### src/rtl/pcs_tx_sym_gen.sv
// 100BASE-T1 PCS transmit symbol generator: side-stream scrambler, 3B2T mapper,
// tx-mode state register and rcv_vld lock/unlock tracker.
module pcs_tx_sym_gen #(
   parameter int LOCK_CNT   = 16,
   parameter int UNLOCK_CNT = 4
) (
   input  logic        clk_33m,
   input  logic        rstn,
   input  logic [32:0] seed,
   input  logic [1:0]  tx_mode,
   input  logic        master_slave,
   input  logic        rcv_vld,
   input  logic [2:0]  tx_data,
   output logic        tx_enable,
   output logic        loc_rcvr_status,
   output logic [1:0]  TAn,
   output logic [1:0]  TBn
);

   localparam int OKW  = $clog2(LOCK_CNT + 1);
   localparam int BADW = $clog2(UNLOCK_CNT + 1);

   typedef enum logic [1:0] {
      ST_ZERO = 2'd0,
      ST_IDLE = 2'd1,
      ST_DATA = 2'd2
   } state_t;

   state_t          r_state;
   logic [32:0]     r_scr;
   logic [1:0]      r_ta;
   logic [1:0]      r_tb;
   logic            r_status;
   logic [OKW-1:0]  r_ok_cnt;
   logic [BADW-1:0] r_bad_cnt;

   state_t      w_mode;
   logic [2:0]  w_s;
   logic [2:0]  w_sd;
   logic        w_fb;
   logic [1:0]  w_ta;
   logic [1:0]  w_tb;
   logic        w_lock_hit;
   logic        w_unlock_hit;

   // Reserved mode 3 behaves exactly like SEND_Z.
   always_comb begin
      w_mode = ST_ZERO;
      case (tx_mode)
         2'd1:    w_mode = ST_IDLE;
         2'd2:    w_mode = ST_DATA;
         default: w_mode = ST_ZERO;
      endcase
   end

   assign w_s  = {r_scr[6] ^ r_scr[16], r_scr[3] ^ r_scr[8], r_scr[0]};
   assign w_sd = (w_mode == ST_DATA) ? (tx_data ^ w_s) : w_s;
   assign w_fb = r_scr[32] ^ (master_slave ? r_scr[12] : r_scr[19]);

   // 3B2T: -1 -> 2'b11, 0 -> 2'b00, +1 -> 2'b01
   always_comb begin
      w_ta = 2'b00;
      w_tb = 2'b00;
      case (w_sd)
         3'b000: begin w_ta = 2'b11; w_tb = 2'b11; end
         3'b001: begin w_ta = 2'b11; w_tb = 2'b00; end
         3'b010: begin w_ta = 2'b11; w_tb = 2'b01; end
         3'b011: begin w_ta = 2'b00; w_tb = 2'b11; end
         3'b100: begin w_ta = 2'b00; w_tb = 2'b01; end
         3'b101: begin w_ta = 2'b01; w_tb = 2'b11; end
         3'b110: begin w_ta = 2'b01; w_tb = 2'b00; end
         default: begin w_ta = 2'b01; w_tb = 2'b01; end
      endcase
   end

   assign w_lock_hit   = rcv_vld  && (r_ok_cnt  == OKW'(LOCK_CNT - 1));
   assign w_unlock_hit = !rcv_vld && (r_bad_cnt == BADW'(UNLOCK_CNT - 1));

   always_ff @(posedge clk_33m) begin
      if (!rstn) begin
         r_state   <= ST_ZERO;
         r_scr     <= 33'h1;
         r_ta      <= 2'b00;
         r_tb      <= 2'b00;
         r_status  <= 1'b0;
         r_ok_cnt  <= '0;
         r_bad_cnt <= '0;
      end else begin
         r_state <= w_mode;

         // An all-zero scrambler would lock up, so a zero seed loads 1.
         if (w_mode == ST_ZERO) begin
            r_scr <= (seed == 33'd0) ? 33'h1 : seed;
            r_ta  <= 2'b00;
            r_tb  <= 2'b00;
         end else begin
            r_scr <= {r_scr[31:0], w_fb};
            r_ta  <= w_ta;
            r_tb  <= w_tb;
         end

         if (rcv_vld) begin
            r_bad_cnt <= '0;
            if (r_ok_cnt != OKW'(LOCK_CNT))
               r_ok_cnt <= r_ok_cnt + OKW'(1);
         end else begin
            r_ok_cnt <= '0;
            if (r_bad_cnt != BADW'(UNLOCK_CNT))
               r_bad_cnt <= r_bad_cnt + BADW'(1);
         end

         if (w_lock_hit)
            r_status <= 1'b1;
         else if (w_unlock_hit)
            r_status <= 1'b0;
      end
   end

   assign tx_enable       = (r_state == ST_DATA);
   assign loc_rcvr_status = r_status;
   assign TAn             = r_ta;
   assign TBn             = r_tb;

endmodule
### config.mk
export PLATFORM = sky130hd
export DESIGN_NAME = pcs_tx_sym_gen
export DESIGN_NICKNAME = d
export VERILOG_FILES = /design/src/rtl/pcs_tx_sym_gen.sv
export SDC_FILE = /design/constraint.sdc
export NUM_CORES = 1
export LEC_CHECK = 0
export CAP_MARGIN = 5
export CORE_UTILIZATION = 40
export CTS_CLUSTER_SIZE = 25
export DETAILED_ROUTE_END_ITERATION = 8
export HOLD_SLACK_MARGIN = 0.15
export PLACE_DENSITY = 0.66
export SYNTH_ARGS = -nofsm -noshare
export SYNTH_HDL_FRONTEND = slang
export SYNTH_SLANG_ARGS = --single-unit
### constraint.sdc
create_clock -name clk_33m -period 3.9 [get_ports clk_33m]
set_input_delay 0.975 -clock clk_33m [delete_from_list [all_inputs] [get_ports clk_33m]]
set_output_delay 0.975 -clock clk_33m [all_outputs]
set_load 0.01 [all_outputs]
Word-level counts from Yosys, hierarchy flattened
Index checks and enable logic that the tools add are counted.
{"block": "word_totals", "mem_bits_ro": 0, "ram_bits": 0, "inputBits": 42, "reg_bits": 48, "out_inout_bits": 6, "latch_bits": 0, "memories": 0, "word_cells": 51}
{"block": "op_classes", "n_mul": 0, "shift": 0, "muxes": 9, "n_lt_le_gt_ge": 0, "n_addsub": 2, "n_eq_ne": 14, "bitwise_logic": 5, "n_div": 0, "reduce_logical": 14}
{"operator": "two-way mux 33 bit", "count": 2}
{"operator": "logical NOT 33 bit", "count": 1}
{"operator": "one-hot mux 2 bit (2 select lines)", "count": 3}
{"operator": "equality test 3 x 2 -> 1 bit (second input constant)", "count": 3}
{"operator": "equality test 3 bit (second input constant)", "count": 3}
{"operator": "OR reduction 2 bit", "count": 4}
{"operator": "equality test 2 bit (second input constant)", "count": 3}
{"operator": "OR reduction 3 bit", "count": 2}
{"operator": "adder 5 x 1 -> 5 bit (second input constant)", "count": 1}
{"operator": "equality test 5 x 4 -> 1 bit (second input constant)", "count": 1}
{"operator": "inequality test 5 bit (second input constant)", "count": 1}
{"operator": "adder 3 x 1 -> 3 bit (second input constant)", "count": 1}
{"operator": "equality test 3 x 1 -> 1 bit (second input constant)", "count": 1}
{"operator": "logical NOT 3 bit", "count": 1}
{"operator": "two-way mux 1 bit", "count": 3}
{"operator": "two-way mux 3 bit", "count": 1}
{"operator": "inequality test 3 bit (second input constant)", "count": 1}
{"operator": "XOR 1 bit", "count": 3}
{"operator": "XOR 3 bit", "count": 1}
{"operator": "equality test 2 x 1 -> 1 bit (second input constant)", "count": 1}
{"operator": "logical AND 1 bit", "count": 2}
{"operator": "logical NOT 2 bit", "count": 1}
{"operator": "AND reduction 2 bit", "count": 1}
{"operator": "nonzero test 2 bit", "count": 1}
{"operator": "other kinds (2)", "count": 2}

Depth between registers and ports, before layout
Gate-level depths: netlist of the first run.
{"block": "logic_depth", "ltp_word": 7, "ltp_mapped": 6, "mapped_depth_nobuf": 6}

Worst setup path after synthesis of the first run
No wires, ideal clock.
{"block": "synth_path", "path_kind": "input port to flip-flop", "from": "in tx_mode[0]", "to": "reg r_scr[10]", "arrival_time_ns": 1.961, "setup_ns": 0.116, "stages": 6, "required_ns": 3.784, "slack_ns": 1.823, "n_path_buf": 2, "cell_sequence": "inv_1 > ha_1 > buf_2 > buf_2 > mux2i_1 > nor2b_1"}
{"block": "synth_between", "elab_chain_cells": 4, "word_cells_on_any_way": 5, "classes_between": "eq/ne: 2; mux: 2; reduce/logical: 1"}
{"item": "from (decl)", "line": "10", "source": "input logic [1:0] tx_mode,"}
{"item": "equality test 2 bit or equality test 2 x 1 -> 1 bit (tied branches)", "line": "49", "source": "case (tx_mode)"}
{"item": "one-hot mux 2 bit (2 select lines) *", "line": "49"}
{"item": "logical NOT 2 bit *", "line": "92", "source": "if (w_mode == ST_ZERO) begin"}
{"item": "two-way mux 33 bit *", "line": "92"}
{"item": "to (signal assigned)", "line": "93", "source": "r_scr <= (seed == 33'd0) ? 33'h1 : seed;"}
{"item": "to (signal assigned)", "line": "97", "source": "r_scr <= {r_scr[31:0], w_fb};"}
{"item": "to (decl)", "line": "30", "source": "logic [32:0] r_scr;"}
Mark *: on every way between the ends. The rest lies on a longest branch, timed or not.
A chain may end at the register's enable or synchronous reset.

Worst setup path in the final report of the first run
{"block": "layout_path", "from": "in tx_mode[0]", "to": "reg r_scr[15]"}
Same word-level chain as after synthesis.

==> out/qor.txt, run 1 <==
CTS Sinks -> 48
CTS Hold Bufs -> 0
final instance area -> 2720 um^2
Post-synth EDFFs -> 0
sequential share of the synthesized area -> 45.9%
CP Class -> primary input to register
worst-path fanout max -> 20
drt first pass iters -> 4
Max Slew Vio Count -> 0
Non-Filler Instances -> 321
DRT iter0 DRCs -> 52
FF-to-FF End -> r_ok_cnt[1]
filler cell count -> 458
CTS tree -> yes
WL final -> 3970 um
Core ar. -> 4880 um^2
Final HPWL DP -> 3030 um
Setup TNS -> 0 ns
Setup crit end kind -> register
Worst EP required -> 4.09 ns
global-route wire length before repair -> 6620 um
RSZ-0062 raised after global routing -> false
dpl cells -> 314
share of the clock period used by the worst path -> 66.8%
Reg2Reg Setup Slack -> 2.45 ns
H-tree levels -> 2
Synth area leaders -> dfxtp_1, mux2i_1, nor2b_1
hold depth -> 2
status -> complete, no violations
layout net count -> 305
arrival time worst endpoint -> 2.79 ns
initial antenna violation count -> 0
Clock power frac -> 27.1%
WL/cell -> 12.4 um
Ys Warns -> 0
Critical Path Source Type -> primary input
Yosys top cell by area -> dfxtp_1
placed inst area -> 2650 um^2
Synth cell types -> 28
Num CTS Buffers -> 5
IO Pins -> 48
Slew @ Worst Pin -> 0.570 ns
DRT antenna net count -> 0
Avg Inst Size Synth -> 10.3 um^2
Seq pwr share -> 53.3%
min-delay worst type -> register to register
Net Sw Frac -> 24.7%
Sw Pwr -> 0.250 mW
Async SR Flop Fraction -> 0%
Final Hold Viols -> 0
Mapped Cells -> 204
Lkg Pwr -> 1.10 nW
fraction of layout cells with a size suffix above 1 -> 6.30%
Synth top area share -> 45.9%
ANT cells -> 0
row cnt -> 25
syn_nets -> 255
remaining global-route overflow -> 0
r2r worst-path depth -> 6
combinational share of power -> 19.6%
Fmax -> 384 MHz
initial core utilization -> 42.9%
worst skew pair latency -> 0.29 ns
Synth Cell Area -> 2090 um^2
Synth Flop Type -> dfxtp_1
Max-slew headroom -> 61.7%
GP Congestion -> 0.760
DRC Markers -> 0
Max Cap Viol -> 0
Layout Utilization -> 55.8%
number of global-route vias before repair -> 1478
Reg-to-Reg Start -> r_ok_cnt[0]
largest net degree at the start of global routing -> 21
DIE HEIGHT -> 74.3 um
final number of setup-violating endpoints -> 0
Global Route Usage Sum -> 16.1%
Die Area -> 5530 um^2
Via density -> 4.69
Setup Fix Bufs, Post-CTS -> 0
CTS max path bufs -> 2
CTS root buf -> clkbuf_8
Die Span X -> 74.3 um
flops & latches, synth -> 48
Max VDD drop -> 183 uV
CTS resizes -> 0
Port Buffers -> 47
Pwr per Cell Area -> 371 nW/um^2
P&R area growth vs syn -> 30.1%
Pwr Total -> 1.01 mW
clk slew on worst S/H paths -> 0.08 ns
detailed-route via count -> 1505
Final min period -> 2.60 ns
Min-Delay Endpoint -> loc_rcvr_status
skew final -> 0.00575 ns
Power Internal -> 0.761 mW
hold wc startpoint -> loc_rcvr_status
[cell usage after synthesis, types with 2 or more instances]
cell	number
a21oi_1	5
and2_1	2
buf_2	4
clkbuf_1	4
dfxtp_1	48
ha_1	9
inv_1	11
mux2i_1	34
nand2_1	8
nand2b_1	2
nand3_1	2
nand3b_1	2
nand4_1	2
nor2_1	6
nor2b_1	34
nor3_1	5
nor4_1	7
xnor2_1	7
xnor2_2	3
[cell usage in the layout (no fill, tap or decap), types with 3 or more instances in the layout]
| master | n |
|---|---|
| dfxtp_1 | 48 |
| clkdlybuf4s50_1 | 47 |
| nor2b_1 | 34 |
| mux2i_1 | 34 |
| inv_1 | 11 |
| nand2_1 | 8 |
| ha_1 | 8 |
| xnor2_1 | 7 |
| nor4_1 | 7 |
| nor2_1 | 6 |
| a21oi_1 | 5 |
| nor3_1 | 5 |
| clkbuf_8 | 5 |
| buf_4 | 4 |
| xnor2_2 | 3 |
[state kept, by name, indices dropped and copies added, names as in the netlist]
register	cells
loc_rcvr_status	1
r_state	2
r_scr	33
TBn	2
r_ok_cnt	5
TAn	2
r_bad_cnt	3
[power groups by stage]
stage               registers, mW  logic [mW]  clock network, mW
floorplan                   0.549       0.117                  0
global placement            0.551       0.197                  0
detailed placement          0.551       0.199                  0
CTS                         0.540       0.199              0.286
global route                0.543       0.219              0.306
finish                      0.539       0.198              0.274
[cells by family (layout without fill, tap and decap cells)]
family                     count (synthesis)  count (layout)  synth area share (%)
and+or+nand+nor                           73              73                  19.9
DFF                                       48              48                  45.9
muxes                                     34              34                  16.3
buffers and inverters                     19              69                  3.65
xor gates and xnor gates                  11              11                  5.68
AOI/OAI and AO/OA                         10              10                  3.23
adders and majority gates                  9               9                  5.38
[per-layer routing]
layer	global-route usage (%)	vias to the layer above	share of wire, %
li1	-	779	-
met1	21.1	674	49
met2	25.1	45	43
met3	5.28	7	5.9
met4	5.66	0	1.2
met5	0	-	0
[stage by stage]
step	hold slack [ns]	worst slack, ns
after detailed placement	0.474	0.974
final	0.487	1.30
after global placement	0.465	1.00
after CTS	0.491	1.29
after floorplan	0.459	1.82
after global routing	0.501	1.18
[how the worst max path moves through the flow]
| stage | startpoint | to | slack [ns] | cells after the start |
|---|---|---|---|---|
| 2_1_floorplan | tx_mode[0] | r_scr[10] | 1.82 | 6 |
| 3_5_place_dp | tx_mode[0] | r_scr[15] | 0.97 | 6 |
| 6_report | tx_mode[0] | r_scr[15] | 1.30 | 6 |
| 5_1_grt | tx_mode[0] | r_scr[15] | 1.18 | 6 |
| 4_1_cts | tx_mode[0] | r_scr[15] | 1.29 | 6 |
| 3_3_place_gp | tx_mode[0] | r_scr[1] | 1.00 | 6 |
[cell type report]
cell class,count,area [um^2],area share (%)
clock buffers,6,72.6,2.67
clock inverters,1,5.00,0.184
inverters,11,41.3,1.52
multi-input cells,137,1060,38.9
flip-flops and latches,48,961,35.3
well taps,67,83.8,3.08
repair buffers,51,500,18.4
[worst max-delay path: stages]
cell and delay (ns):
clkdlybuf4s50_1 0.48, inv_1 0.06, ha_2 0.67, buf_4 0.31, mux2i_1 0.22, nor2b_1 0.06
(Power assumes the default switching activity.)
==> inputs of run 2 (changes only) <==
clock period = 2.7 ns   (was 3.9 ns; I/O delays follow)
==> run 2 against run 1 <==
Compared with the run above:
- cell area rose by 1.7%
- first-iteration DRC count fell by 13%
- combinational power up 48%
- critical path depth is the same
- sequential share of layout area fell by 0.57 points
- global-route usage grew 0.11 points
- register-to-register slack worse by 1.2 ns
- total power increased by 49%
- critical endpoint is now r_scr[25]
- die area unchanged
- clock skew grew 0.00083 ns
- worst setup slack lost 0.64 ns
==> out/qor.txt, run 2 (synthesis results as in run 1) <==
Max Slew Vio Count -> 0 (unchanged)
Die Area -> 5530 um^2 (unchanged)
Reg-to-Reg Start -> r_ok_cnt[0]
Max-slew headroom -> 61.0% (-0.72 points)
DRT antenna net count -> 0 (unchanged)
RSZ-0062 raised after global routing -> false
CTS resizes -> 0 (unchanged)
skew final -> 0.00658 ns (+0.000830 ns)
P&R area growth vs syn -> 32.2%
max reg flops -> 33 (unchanged)
top flop regs -> r_scr: 33 flops, r_ok_cnt: 5 flops, r_bad_cnt: 3 flops
initial antenna violation count -> 0 (unchanged)
drt first pass iters -> 4 (unchanged)
remaining global-route overflow -> 0 (unchanged)
Die Span X -> 74.3 um (unchanged)
Setup Fix Bufs, Post-CTS -> 0 (unchanged)
min-delay worst type -> register to register
Worst EP required -> 2.89 ns (-1.20 ns)
worst-path fanout max -> 14 (-30%)
buffers plus inverters on the worst setup path -> 3 (unchanged)
Final HPWL DP -> 3060 um (+0.99%)
ANT cells -> 0 (unchanged)
clk slew on worst S/H paths -> 0.08 ns (about the same)
Pwr per Cell Area -> 545 nW/um^2 (+47%)
DRT iter0 DRCs -> 45 (-13%)
Slew @ Worst Pin -> 0.580 ns (+0.0107 ns)
slowest CP cell -> ha_2
IO Pins -> 48 (unchanged)
Core ar. -> 4880 um^2 (unchanged)
status -> complete, no violations
Max Cap Viol -> 0 (unchanged)
global-route wire length before repair -> 6510 um (-1.7%)
DIE HEIGHT -> 74.3 um (unchanged)
Setup TNS -> 0 ns (unchanged)
initial core utilization -> 42.9% (unchanged)
DRC Markers -> 0 (unchanged)
number of global-route vias before repair -> 1376 (-6.9%)
H-tree levels -> 2 (unchanged)
hold wc startpoint -> loc_rcvr_status
row cnt -> 25 (unchanged)
Critical Path Source Type -> primary input
largest net degree at the start of global routing -> 15 (-29%)
Num CTS Buffers -> 5 (unchanged)
Global Route Usage Sum -> 16.3% (+0.11 points)
Setup crit end kind -> register
CTS Sinks -> 48 (unchanged)
Placement Setup Slack -> 0.325 ns (-0.648 ns)
WL final -> 4010 um (+1.0%)
hold_ws -> 0.480 ns (-0.00649 ns)
CTS tree -> yes
Port Buffers -> 47 (unchanged)
Lkg Pwr -> 1.11 nW (+1.7%)
largest register by flop count -> r_scr
final number of setup-violating endpoints -> 0 (unchanged)
arrival time worst endpoint -> 2.24 ns (-0.55 ns)
r2r worst-path depth -> 6 (unchanged)
worst skew pair latency -> 0.29 ns (about the same)
share of the clock period used by the worst path -> 75.8%
Final min period -> 2.05 ns
Max VDD drop -> 321 uV (+76%)
hold depth -> 2 (unchanged)
CTS max path bufs -> 2 (unchanged)
Final Hold Viols -> 0 (unchanged)
layout net count -> 306 (+0.33%)
Fmax -> 489 MHz
Reg2Reg Setup Slack -> 1.21 ns (-1.24 ns)
CTS Hold Bufs -> 0 (unchanged)
CTS root buf -> clkbuf_8
crit-path cells -> clkdlybuf4s50_1, inv_1, ha_2, buf_12, mux2i_1, nor2b_1
Via density -> 4.67 (-0.42%)
fraction of layout cells with a size suffix above 1 -> 6.64% (+0.34 points)
FF-to-FF End -> r_ok_cnt[1]
commonest non-fill, non-tap cells in the layout -> dfxtp_1, clkdlybuf4s50_1, nor2b_1, mux2i_1, inv_1
dpl cells -> 315 (+0.32%)
GP Congestion -> 0.701 (-7.8%)
detailed-route via count -> 1508 (+0.20%)
CP Class -> primary input to register
critical path's top delay family -> buffers and inverters
final worst slack -> 0.653 ns (-0.642 ns)
Non-Filler Instances -> 323 (+0.62%)
WL/cell -> 12.4 um (+0.41%)
commonest non-fill, non-tap cell in the layout -> dfxtp_1
Min-Delay Endpoint -> loc_rcvr_status
max incr delay on CP -> 0.55 ns (-0.12 ns)
[run 2: worst max path at each step]
| stage | start | to | cells past startpoint |
|---|---|---|---|
| floorplan | tx_mode[0] | r_scr[10] | 6 |
| global placement | tx_mode[0] | r_scr[15] | 6 |
| detailed placement | tx_mode[0] | r_scr[26] | 6 |
| CTS | tx_mode[0] | r_scr[25] | 6 |
| global route | tx_mode[1] | TAn[0] | 6 |
| finish | tx_mode[0] | r_scr[25] | 6 |
[run 2: worst register-to-register path: stages, from the launching register on]
cell and delay (ns):
dfxtp_1 0.33, inv_1 0.10, ha_1 0.16, nand2_1 0.05
nor3_1 0.45, mux2i_1 0.24, nor2_1 0.05
[run 2: metrics by stage]
| stage | power [mW] | utilization (%) | cell area, um^2 |
|---|---|---|---|
| after floorplan | 0.962 | - | 2090 |
| after global placement | 1.09 | 54.9 | 2680 |
| after detailed placement | 1.09 | 54.9 | 2680 |
| after CTS | 1.52 | 56.7 | 2770 |
| after global routing | 1.59 | 56.7 | 2770 |
| final | 1.51 | 56.7 | 2770 |
[run 2: final cells by class]
cell class              count  area [um^2]
flip-flops and latches     48          961
well taps                  67         83.8
clock buffers               8         90.1
repair buffers             52          533
fillers                   474         2110
multi-input cells         137         1060
inverters                  11         41.3
[run 2: routing by layer]
metal	wire, um	up-vias	share of wire [%]	GRT usage, %
met3	196	5	4.9	4.88
li1	-	782	-	-
met5	0	-	0	0
met1	1960	682	49	21.5
met4	44	0	1.1	5.03
met2	1800	39	45	25.7
[run 2: report_power, final]
group / leakage, nW / switching, mW / internal, mW
Combinational: 0.673 / 0.121 / 0.173
Sequential: 0.395 / 0.0202 / 0.758
Clock: 0.0455 / 0.226 / 0.209
==> variant 1, RTL diff (settings of run 2) <==
The 3 states of `state_t` get a one-hot encoding in 3 bits.
--- a/src/rtl/pcs_tx_sym_gen.sv
+++ b/src/rtl/pcs_tx_sym_gen.sv
@@ -20,10 +20,10 @@
    localparam int OKW  = $clog2(LOCK_CNT + 1);
    localparam int BADW = $clog2(UNLOCK_CNT + 1);
 
-   typedef enum logic [1:0] {
-      ST_ZERO = 2'd0,
-      ST_IDLE = 2'd1,
-      ST_DATA = 2'd2
+   typedef enum logic [2:0] {
+      ST_ZERO = 3'b001,
+      ST_IDLE = 3'b010,
+      ST_DATA = 3'b100
    } state_t;
 
    state_t          r_state;
Behaviour: same outputs for any inputs over 10 cycles, from zero or initial values and one cycle with rstn low; not proved beyond that.
==> variant 1 against run 2 <==
Synthesized cell count is the same. Sequential cell count grew 1. Non-clock buffer count down 2. Setup slack got worse by 0.021 ns. Core utilization is 2.7 points lower. Maximum frequency fell by 1.0%. Die area is 0.88% higher. Total power down 0.81%. Design area is 0.36% lower. Synthesized area increased by 0.90%. Via count grew 0.13%. Routed wire length shrank 1.7%.
==> variant 1: results (changes against run 2) <==
| Metric | Value |
|---|---|
| DR vias/cell | 4.66 (-0.18%) |
| Clock transition at the registers of the reported paths | 0.09 ns |
| Vias in the first global route | 1,423 (+3.4%) |
| Post-synth top cells | dfxtp_1, mux2i_1, nor2b_1, inv_1, ha_1 |
| Slowest stage delay, CP | 0.49 ns (-0.06 ns) |
| Distinct cells, synth | 29 (+3.6%) |
| DP Worst Slack | 0.309 ns (-0.0160 ns) |
| Seq/Total Area, Yosys | 0.464 (+0.00540) |
| Hold_sp | r_scr[18] |
| Area contributors post-synth | dfxtp_1, mux2i_1, nor2b_1 |
| Hold Buf Count CTS | 0 (unchanged) |
| Crit path DAT | 2.31 ns (+0.07 ns) |
| Min-Delay Path Class | flop to flop |
| HPWL after DPL | 2.91 mm (-4.8%) |
| First-pass GRT wire length | 6.49 mm (-0.22%) |
| Worst Clk Skew | 0.00892 ns (+0.00234 ns) |
| Iter 0 DRT Violations | 59 (+31%) |
| First-pass DRT Iterations | 4 (unchanged) |
| Post-synthesis adder-cell area fraction | 0.0533 (-0.000478) |
| Clock Latency Late Sink | 0.31 ns (+0.02 ns) |
| Post-synth ARST share | 0 (unchanged) |
| Complex-gate fraction of the synthesized area | 0.0350 (+0.00268) |
| P_leak | 1.10 nW (-0.85%) |
| Fill cells | 484 (+2.1%) |
| Status | finished clean |
| VDD IR max | 254 uV (-21%) |
| Post-synthesis mux area share | 0.161 (-0.00144) |
| Nets | 304 (-0.65%) |
| RePlAce Congestion | 0.726 (+3.6%) |
| Top Registers | r_scr: 33 flops, r_ok_cnt: 5 flops |
| Synth Area in XOR/XNOR | 0.0604 (+0.00364) |
| Final Hold Viols | 0 (unchanged) |
| Layout cells sized above 1 | 0.0591 (-0.00735) |
| PortBufs | 47 (unchanged) |
| Worst Path Max Fanout | 28 (+14) |
| CP startpoint | tx_mode[0] |
| Max-slew headroom | 0.599 (-0.0112) |
| Root Driver | clkbuf_8 |
| Pin count of the biggest net entering global routing | 29 (+14) |
| Switch share | 0.254 (+0.0101) |
| Drt total wl | 3.94 mm (-1.7%) |
| CP max-delay cell | clkdlybuf4s50_1 |
| GRT Util Overall | 0.158 (-0.00472) |
-- variant 1: cell types whose count changed after synthesis, sizes merged, moves of 2 or more --
cell,change
a211oi,+2
nor2b,-2
nor3,-2
xor2,+2
-- variant 1: routing by layer --
| metal | wire [um] | GRT usage |
|---|---|---|
| met2 | 1740 | 0.249 |
| met4 | 68 | 0.0629 |
| met3 | 154 | 0.0455 |
| met5 | 0 | 0 |
| met1 | 1980 | 0.204 |
-- variant 1: cell type report --
type,count,area share
multi-input cells,137,0.384
clock buffers,5,0.0250
inverters,10,0.0136
clock inverters,3,0.00635
flip-flops and latches,49,0.356
well taps,70,0.0318
repair buffers,50,0.183
-- variant 1: power by group through the flow --
stage	clock network (mW)	registers (mW)	logic, mW
finish	0.420	0.794	0.281
global route	0.457	0.801	0.309
CTS	0.438	0.795	0.285
detailed placement	0	0.812	0.283
global placement	0	0.812	0.281
floorplan	0	0.810	0.164
-- variant 1: worst paths after layout --
path,to,slack [ns],cells after the start
hold reg to reg,r_scr[19],0.48,2
setup / recovery,TAn[1],0.63,7
hold / removal,r_scr[19],0.48,2
setup reg to reg,r_ok_cnt[1],1.18,6
-- variant 1: logic make-up (layout without fill, tap and decap cells) --
logic type               Yosys count  count (layout)
adder cells (fa/ha/maj)            9               9
flip-flops                        49              49
buffers and inverters             18              68
multiplexers                      34              34
AO/OA/AOI/OAI                     11              11
XOR/XNOR                          12              12
AND/OR/NAND/NOR                   71              71
-- variant 1: worst register-to-register path: stages, from the launching register on --
cell and delay (ns):
dfxtp_1 0.33, inv_1 0.10, ha_1 0.17, nand2_1 0.05, nor3_1 0.47, mux2i_1 0.25
nor2_1 0.05
-- variant 1: per-stage QoR --
stage	hold WS, ns	total power [mW]	cells	utilization	instance area, um2
detailed placement	0.470	1.09	316	0.523	2670
finish	0.484	1.50	324	0.540	2760
global placement	0.463	1.09	316	0.523	2670
CTS	0.488	1.52	324	0.540	2760
floorplan	0.459	0.974	204	-	2110
global route	0.515	1.57	324	0.540	2760
==> variant 2, RTL diff (flow settings as in run 2) <==
Without the edit above. `UNLOCK_CNT`: 4 -> 2.
--- a/src/rtl/pcs_tx_sym_gen.sv
+++ b/src/rtl/pcs_tx_sym_gen.sv
@@ -2,7 +2,7 @@
 // tx-mode state register and rcv_vld lock/unlock tracker.
 module pcs_tx_sym_gen #(
    parameter int LOCK_CNT   = 16,
-   parameter int UNLOCK_CNT = 4
+   parameter int UNLOCK_CNT = 2
 ) (
    input  logic        clk_33m,
    input  logic        rstn,
Behaviour: no difference found for any inputs over 10 cycles, from zero or initial values and one cycle with rstn low; that may be too few to reach the edited logic, so the function may still have changed.
==> variant 2 against run 2 <==
Core utilization down 0.82 points. Total power decreased by 3.6%. Maximum frequency up 0.53%. Synthesized area fell by 2.2%. Routed wire length fell by 4.3%. Sequential cell count is 1 lower. Setup slack better by 0.011 ns. Count of clock-buffer cells in the layout fell by 1. First-iteration DRC count rose by 2.2%. Sequential share of layout area increased by 0.22 points. Design area fell by 2.7%. Clock power down 8.0%. Largest cell class unchanged. Largest power group unchanged.
==> variant 2: results (changes against run 2) <==
| Metric | Value |
|---|---|
| Synth Flop Type | dfxtp_1 |
| Post-synthesis adder-cell area fraction | 0.0489 (-0.00490) |
| Post-CTS Setup Bufs | 0 (unchanged) |
| TritonCTS buffer count | 5 (unchanged) |
| HPWL after DPL | 2.98 mm (-2.6%) |
| Complex-gate fraction of the synthesized area | 0.0306 (-0.00171) |
| Post-synthesis instance area | 0.00205 mm2 (-2.2%) |
| Top Registers | r_scr: 33 flops, r_ok_cnt: 5 flops |
| Syn Area/Cell | 10.3 um2 (+0.25%) |
| H-tree depth | 2 (unchanged) |
| Worst Clk Skew | 0.00239 ns (-0.00420 ns) |
| First-pass GRT wire length | 6.27 mm (-3.7%) |
| Routed vias | 1,465 (-2.9%) |
| GRT Util Overall | 0.156 (-0.00607) |
| Sequential power | 0.763 mW (-2%) |
| Fin. max-slew vios | 0 (unchanged) |
| Ant. Diodes | 0 (unchanged) |
| Post-synth ARST share | 0 (unchanged) |
| Distinct cells, synth | 28 (unchanged) |
| Layout Cells excl Fill | 317 (-1.9%) |
| Clock Power | 0.401 mW (-8.0%) |
| DR WL/cell | 12.1 um (-2.5%) |
| Initial antenna violation count | 0 (unchanged) |
| Post-synthesis mux area share | 0.166 (+0.00368) |
| PostCTS Resize Cnt | 0 (unchanged) |
| Post-Route Setup TNS | 0 ns (unchanged) |
| Clock Path Buffers | 2 (unchanged) |
| Crit path DAT | 2.21 ns (-0.03 ns) |
| Synth Area in XOR/XNOR | 0.0581 (+0.00128) |
| Pin count of the biggest net entering global routing | 19 (+4) |
| Max-slew headroom | 0.632 (+0.0219) |
| Layout cells sized above 1 | 0.0640 (-0.00241) |
| Fill cells | 473 (-0.21%) |
| Min-Delay Path Class | flop to flop |
| Iter 0 DRT Violations | 46 (+2.2%) |
| PortBufs | 47 (unchanged) |
| Clock Latency Late Sink | 0.29 ns (about the same) |
| Post-synth top cells | dfxtp_1, mux2i_1, nor2b_1, inv_1 |
| Clock transition at the registers of the reported paths | 0.08 ns (about the same) |
| Ys Warns | 0 (unchanged) |
| Worst Path Max Fanout | 7 (-7) |
| VDD IR max | 316 uV (-1.5%) |
| Nets | 299 (-2.3%) |
| Slowest stage delay, CP | 0.51 ns (-0.04 ns) |
| CP max-delay cell | clkdlybuf4s50_1 |
| P_leak | 1.09 nW (-2.0%) |
| Root Driver | clkbuf_8 |
| Power Internal | 1.09 mW (-4.1%) |
| Seq/Total Area, Yosys | 0.460 (+0.000602) |
| Vias in the first global route | 1,424 (+3.5%) |
| Status | finished clean |
| Placed Cells | 309 (-1.9%) |
| Area contributors post-synth | dfxtp_1, mux2i_1, nor2b_1 |
| Net count after synthesis | 249 (-2.4%) |
| RePlAce Congestion | 0.719 (+2.7%) |
[variant 2: per-layer routing]
| metal | wire length (um) | GRT usage | vias to the layer above |
|---|---|---|---|
| met2 | 1800 | 0.260 | 36 |
| met1 | 1810 | 0.196 | 662 |
| li1 | - | - | 763 |
| met4 | 40 | 0.0577 | 0 |
| met5 | 0 | 0 | - |
| met3 | 184 | 0.0384 | 4 |
[variant 2: cell families after synthesis]
family	count (synthesis)
AOI/OAI and AO/OA	9
xor gates and xnor gates	11
adders and majority gates	8
buffers and inverters	18
DFF	47
muxes	34
and+or+nand+nor	72
[variant 2: final timing paths]
| kind | from | to | slack (ns) | cells after the start |
|---|---|---|---|---|
| worst min register to register | loc_rcvr_status | loc_rcvr_status | 0.49 | 2 |
| worst min-delay path | loc_rcvr_status | loc_rcvr_status | 0.49 | 2 |
| worst max register to register | r_ok_cnt[0] | r_ok_cnt[1] | 1.25 | 6 |
| worst max-delay path | tx_mode[1] | TBn[0] | 0.66 | 6 |
[variant 2: metrics by stage]
stage	worst slack (ns)	cell area (um2)	total power [mW]	hold slack, ns
floorplan	0.923	2050	0.948	0.459
global placement	0.362	2610	1.07	0.461
detailed placement	0.356	2610	1.07	0.473
CTS	0.657	2690	1.47	0.492
global route	0.550	2690	1.52	0.504
finish	0.664	2690	1.45	0.488
[variant 2: area by class of cell]
class	instances	area [um2]	share of cell area
tap	67	83.8	0.0311
multi-input combinational	134	1040	0.385
sequential	47	941	0.349
timing repair buffer	51	513	0.191
clock buffer	7	76.3	0.0283
clock inverter	1	5.00	0.00186
inverter	10	37.5	0.0139
[variant 2: worst min-delay path, cell delays in order, from the launching register on]
cell      delay, ns
dfxtp_1        0.31
o21ai_0        0.06
a21boi_0       0.07
